--- src/rtl/spi_arbiter.sv ---
// Round-robin arbiter that shares one SPI master between NUM_REQ requesters.
// Define SPI_ARB_TIMEOUT_EN to add a watchdog that aborts a stalled WAIT after TIMEOUT cycles.
module spi_arbiter #(
   parameter int NUM_REQ      = 4,
   parameter int DATA_WIDTH   = 8,
   parameter int CS_SEL_WIDTH = 2,
   parameter int TIMEOUT      = 1024
) (
   input  logic                             clk,
   input  logic                             rst,
   input  logic [NUM_REQ-1:0]               req,
   input  logic [NUM_REQ*DATA_WIDTH-1:0]    req_data,
   input  logic [NUM_REQ*4-1:0]             req_len,
   input  logic [NUM_REQ*CS_SEL_WIDTH-1:0]  req_cs,
   output logic [NUM_REQ-1:0]               gnt,
   output logic [NUM_REQ-1:0]               ack,
   output logic [NUM_REQ-1:0]               err,
   output logic [DATA_WIDTH-1:0]            rdata,
   output logic                             arb_busy,
   output logic                             m_start,
   output logic [DATA_WIDTH-1:0]            m_data_in,
   output logic [3:0]                       m_data_len,
   output logic [CS_SEL_WIDTH-1:0]          m_cs_sel,
   input  logic                             m_busy,
   input  logic                             m_done,
   input  logic [DATA_WIDTH-1:0]            m_data_out
);

   localparam int IDX_W = (NUM_REQ > 1) ? $clog2(NUM_REQ) : 1;

   typedef enum logic [1:0] {
      IDLE     = 2'd0,
      START    = 2'd1,
      WAIT     = 2'd2,
      COMPLETE = 2'd3
   } state_t;

   state_t                  state, state_nxt;
   logic [IDX_W-1:0]        last_winner, last_winner_nxt;
   logic [IDX_W-1:0]        rr_idx, rr_cand;
   logic                    rr_found;
   logic [NUM_REQ-1:0]      gnt_nxt, ack_nxt, err_nxt;
   logic [DATA_WIDTH-1:0]   rdata_nxt;
   logic                    gnt_any;
   logic                    wdog_expired;

   logic [DATA_WIDTH-1:0]   data_arr [NUM_REQ];
   logic [3:0]              len_arr  [NUM_REQ];
   logic [CS_SEL_WIDTH-1:0] cs_arr   [NUM_REQ];

   for (genvar i = 0; i < NUM_REQ; i++) begin : g_slice
      assign data_arr[i] = req_data[i*DATA_WIDTH +: DATA_WIDTH];
      assign len_arr[i]  = req_len[i*4 +: 4];
      assign cs_arr[i]   = req_cs[i*CS_SEL_WIDTH +: CS_SEL_WIDTH];
   end

`ifdef SPI_ARB_TIMEOUT_EN
   localparam int WD_W = (TIMEOUT > 1) ? $clog2(TIMEOUT + 1) : 1;
   logic [WD_W-1:0] wdog, wdog_nxt;
   assign wdog_expired = (wdog == WD_W'(TIMEOUT - 1));
`else
   assign wdog_expired = 1'b0;
`endif

   // last_winner always names the granted requester while gnt is non-zero
   assign gnt_any = |gnt;

   always_comb begin
      m_data_in  = '0;
      m_data_len = '0;
      m_cs_sel   = '0;
      if (gnt_any) begin
         m_data_in  = data_arr[last_winner];
         m_data_len = len_arr[last_winner];
         m_cs_sel   = cs_arr[last_winner];
      end
   end

   assign m_start  = (state == START) && (m_data_len != 4'd0);
   assign arb_busy = (state != IDLE) || (m_busy && gnt_any);

   // Round-robin search starting just after the previous winner
   always_comb begin
      rr_found = 1'b0;
      rr_idx   = '0;
      rr_cand  = '0;
      for (int k = 1; k <= NUM_REQ; k++) begin
         rr_cand = IDX_W'((int'(last_winner) + k) % NUM_REQ);
         if (!rr_found && req[rr_cand]) begin
            rr_found = 1'b1;
            rr_idx   = rr_cand;
         end
      end
   end

   always_comb begin
      state_nxt       = state;
      gnt_nxt         = gnt;
      ack_nxt         = '0;
      err_nxt         = '0;
      rdata_nxt       = rdata;
      last_winner_nxt = last_winner;
`ifdef SPI_ARB_TIMEOUT_EN
      wdog_nxt        = wdog;
`endif
      case (state)
         IDLE: begin
            if (rr_found) begin
               gnt_nxt         = NUM_REQ'(1) << rr_idx;
               last_winner_nxt = rr_idx;
               state_nxt       = START;
            end
         end
         START: begin
            if (m_data_len == 4'd0) begin
               err_nxt   = gnt;
               gnt_nxt   = '0;
               state_nxt = IDLE;
            end else begin
               state_nxt = WAIT;
`ifdef SPI_ARB_TIMEOUT_EN
               wdog_nxt  = '0;
`endif
            end
         end
         WAIT: begin
            if (m_done) begin
               rdata_nxt = m_data_out;
               ack_nxt   = gnt;
               state_nxt = COMPLETE;
            end else if (wdog_expired) begin
               err_nxt   = gnt;
               gnt_nxt   = '0;
               state_nxt = IDLE;
            end else begin
`ifdef SPI_ARB_TIMEOUT_EN
               wdog_nxt  = wdog + 1'b1;
`endif
            end
         end
         COMPLETE: begin
            gnt_nxt   = '0;
            state_nxt = IDLE;
         end
         default: state_nxt = IDLE;
      endcase
   end

   always_ff @(posedge clk) begin
      if (rst) state <= IDLE;
      else     state <= state_nxt;
   end

   always_ff @(posedge clk) begin
      if (rst) begin
         gnt         <= '0;
         ack         <= '0;
         err         <= '0;
         rdata       <= '0;
         last_winner <= IDX_W'(NUM_REQ - 1);
`ifdef SPI_ARB_TIMEOUT_EN
         wdog        <= '0;
`endif
      end else begin
         gnt         <= gnt_nxt;
         ack         <= ack_nxt;
         err         <= err_nxt;
         rdata       <= rdata_nxt;
         last_winner <= last_winner_nxt;
`ifdef SPI_ARB_TIMEOUT_EN
         wdog        <= wdog_nxt;
`endif
      end
   end

endmodule

--- config.mk ---
export PLATFORM = sky130hd
export DESIGN_NAME = spi_arbiter
export DESIGN_NICKNAME = d
export VERILOG_FILES = /design/src/rtl/spi_arbiter.sv
export SDC_FILE = /design/constraint.sdc
export NUM_CORES = 1
export LEC_CHECK = 0
export CORE_ASPECT_RATIO = 0.75
export CORE_MARGIN = 2
export CORE_UTILIZATION = 35
export DETAILED_ROUTE_END_ITERATION = 7
export PLACE_DENSITY = 0.82
export SYNTH_ARGS = -nofsm -noshare
export SYNTH_HDL_FRONTEND = slang
export SYNTH_SLANG_ARGS = --single-unit
--- constraint.sdc ---
create_clock -name clk -period 5.6 [get_ports clk]
set_input_delay 0.56 -clock clk [delete_from_list [all_inputs] [get_ports clk]]
set_output_delay 0.56 -clock clk [all_outputs]
set_load 0.05 [all_outputs]
==> flow_results.org <==
** Synth
- Nets in the synthesized netlist :: 200
- Fraction of registers with async set or reset after synthesis :: 0
- Most used flip-flop cell after synthesis :: dfxtp_1
- Synthesized area per cell :: 10.6 um^2
- Flip-flop and latch count after synthesis :: 24
- Syn Inst Count :: 128
- Synth warnings :: 0
- The cell area that synthesis handed to floorplanning was 1350 um^2.
- In this run, synthesis inferred 0 flip-flops with an integrated enable.
- Counting distinct cell types in the post-synthesis netlist gives 32.
- The share of the Yosys chip area taken by registers is 0.355.

** Floorplanning
- Number of ports placed on the die boundary :: 108
- Floorplan die area :: 4390 um^2
- Initial core utilization :: 0.367
- Row generation in the floorplan step produced 19 rows.
- Chip Height :: 57.9 um
- DIE WIDTH :: 75.8 um
- Area of the placeable core :: 3680 um^2

** Routing
- For this block, the via count after detailed routing is 1410.
- In the routed design, unresolved DRC markers number 0.
- Using the TritonRoute via totals, the vias-per-cell ratio works out to 5.02.
- Total wire length :: 4.00 mm
- Number of DRC markers after the initial detailed-route iteration :: 67
- Average wire per cell in the routed design :: 14.2 um
- The first detailed-routing pass ran for 4 iterations.
- Antenna violation net count after detailed routing :: 0

** Global routing
- The first global-routing pass estimated 6.39 mm of wire.
- Number of global-route vias before repair :: 1339
- The initial antenna violation count is 0.
- Largest net degree at the start of global routing :: 20
- Global routing finished with a remaining overflow of 0.
- For this run, the total global-route usage over all layers was measured as 0.191.

** Timing
- The tightest hold path in the finished design has a slack of 500 ps.
- Achievable frequency :: 0.252 GHz
- Actual slew at the worst max-slew pin :: 935 ps
- The smallest clock period supported by the final layout is computed as 3970 ps.
- Total negative slack for setup checks :: 0 ps
- Hold Fails Final Rpt :: 0
- Setup-failing EPs final :: 0
- The worst path meets setup with 1630 ps of slack.
- Final clock period utilization by the worst path :: 0.709
- Measured against its own limit, the worst slew margin works out to 0.376.
- Between clock sinks in the finished design, the worst skew comes to 1.62 ps.
- The max-slew violation total from the final report was 0.
- RSZ-0062 raised after global routing :: false

** Clock network
- Clock Path Buffers :: 2
- The tree built by TritonCTS fans out to 24 sinks.
- Post-cts repair resize count :: 0
- Buffers inserted during post-CTS setup optimization :: 0
- Hold repair after CTS inserted 0 buffers.
- The number of clock buffers added by TritonCTS is 3.
- TritonCTS built the clock tree.
- Clk slew on worst S/H paths :: 70 ps
- Clock network latency to the later pin of the worst-skew pair :: 250 ps
- Depth of the CTS H-tree :: 1
- Clock tree synthesis selected as its root buffer the cell clkbuf_8.

** Setup path
- On the worst path, the slowest cell contributes a delay of 940 ps.
- Setup slack of the worst register-to-register path :: 2840 ps
- Largest fanout on the critical path :: 17
- Broken down by cell family, the worst path's largest delay share belongs to flip-flops.
- Critical path endpoint category :: primary output
- STA puts the critical path data required time at 5040 ps.
- Data arrives at the worst endpoint at 3410 ps.
- The slowest stage of the critical path is the dfxtp_1 cell.
- Type of origin of the critical path :: register
- Sum of buffers and inverters on the critical path :: 1
- Walking the worst path, the cells encountered are mux4_2 > or4_1 > and4b_1 > clkdlybuf4s50_1.
- Type of the setup path with the least slack :: reg2out

** Final layout
- In the final layout, the share of cells above drive strength 1 is 0.0742.
- Layout filler cell count :: 292
- Commonest cells after routing, fill and taps aside :: 107 x clkdlybuf4s50_1, 24 x dfxtp_1, 18 x and2_1
- Post-synthesis to final-layout area growth :: 83.8%
- The net count of the finished layout is 303.
- Most common cell after layout, fill and taps aside :: clkdlybuf4s50_1
- 0 antenna diodes ended up in the layout.

** Power
- Dividing total power by cell area gives a power density of 278 nW/um^2.
- Leak pwr :: 0.967 nW
- Worst ir drop on vdd :: 0.158 mV

** Worst hold path
- The path class of the tightest hold or removal check is reg2reg.

** Place
- Worst-case setup slack after placement :: 1860 ps
- Count of port buffers added during placement :: 107
- After legalization and detailed placement, the total HPWL measured 3.24 mm.
- Final weighted congestion of routability-driven global placement :: 0.785

** Job
- Max-cap violations in this run came to 0.

** Run status
- Outcome :: completed
cell type report:
type	count	area (um^2)	area share
repair buffers	107	1070	0.430
multi-input cells	92	820	0.329
flip-flops and latches	24	480	0.193
well taps	52	65.1	0.0261
clock buffers	3	41.3	0.0166
inverters	3	11.3	0.00452
report_power, final:
group | internal [mW] | switching (mW)
registers | 0.182 | 0.0306
logic | 0.181 | 0.204
clock network | 0.0478 | 0.0457
total | 0.411 | 0.281
worst min-delay path, stage by stage, from the launching register on:
cell	delay, ps
dfxtp_1	330
mux2i_1	70
nor2_1	70
state kept, by name, indices dropped and copies added (netlist names), named ones only:
| name | cells |
|---|---|
| last_winner | 2 |
| gnt | 4 |
| ack | 4 |
| err | 4 |
| state | 1 |
| rdata | 8 |
path summary, 6_finish.rpt:
kind                   from        to  cells after the start
max reg2reg  last_winner[0]    gnt[0]                      4
max          last_winner[0]   m_start                      4
min                rdata[6]  rdata[6]                      2
min reg2reg        rdata[6]  rdata[6]                      2
Yosys cell counts, types with 2 or more instances:
cell | n | area, um^2
a21oi_1 | 3 | 15.0
a32o_1 | 2 | 20.0
and2_1 | 18 | 113
buf_1 | 3 | 11.3
clkbuf_1 | 4 | 15.0
dfxtp_1 | 24 | 480
inv_1 | 3 | 11.3
mux2i_1 | 8 | 80.1
mux4_2 | 13 | 293
nand2_1 | 3 | 11.3
nand2b_1 | 4 | 25.0
nor2_1 | 12 | 45.0
nor3_1 | 6 | 30.0
nor4_1 | 2 | 12.5
o211ai_1 | 3 | 22.5
o22ai_1 | 2 | 12.5
or3_1 | 2 | 12.5
or4_1 | 2 | 15.0
layer usage:
layer / GRT usage / wire length [um]
met4: 0.0351 / 61
met2: 0.328 / 1960
met5: 0 / 0
met3: 0.0504 / 252
met1: 0.244 / 1720
per-stage QoR:
stage / utilization / total power [mW] / instances / cell area [um^2]
global placement: 0.664 / 0.600 / 278 / 2450
detailed placement: 0.664 / 0.604 / 278 / 2450
floorplan: - / 0.465 / 128 / 1350
global route: 0.675 / 0.727 / 281 / 2490
finish: 0.675 / 0.692 / 281 / 2490
CTS: 0.675 / 0.697 / 281 / 2490
cell families after synthesis:
family | share of synthesized area
AOI/OAI and AO/OA | 0.0878
buffers and inverters | 0.0397
muxes | 0.295
DFF | 0.355
and+or+nand+nor | 0.223
No activity file was read; power rests on OpenSTA's default activity.
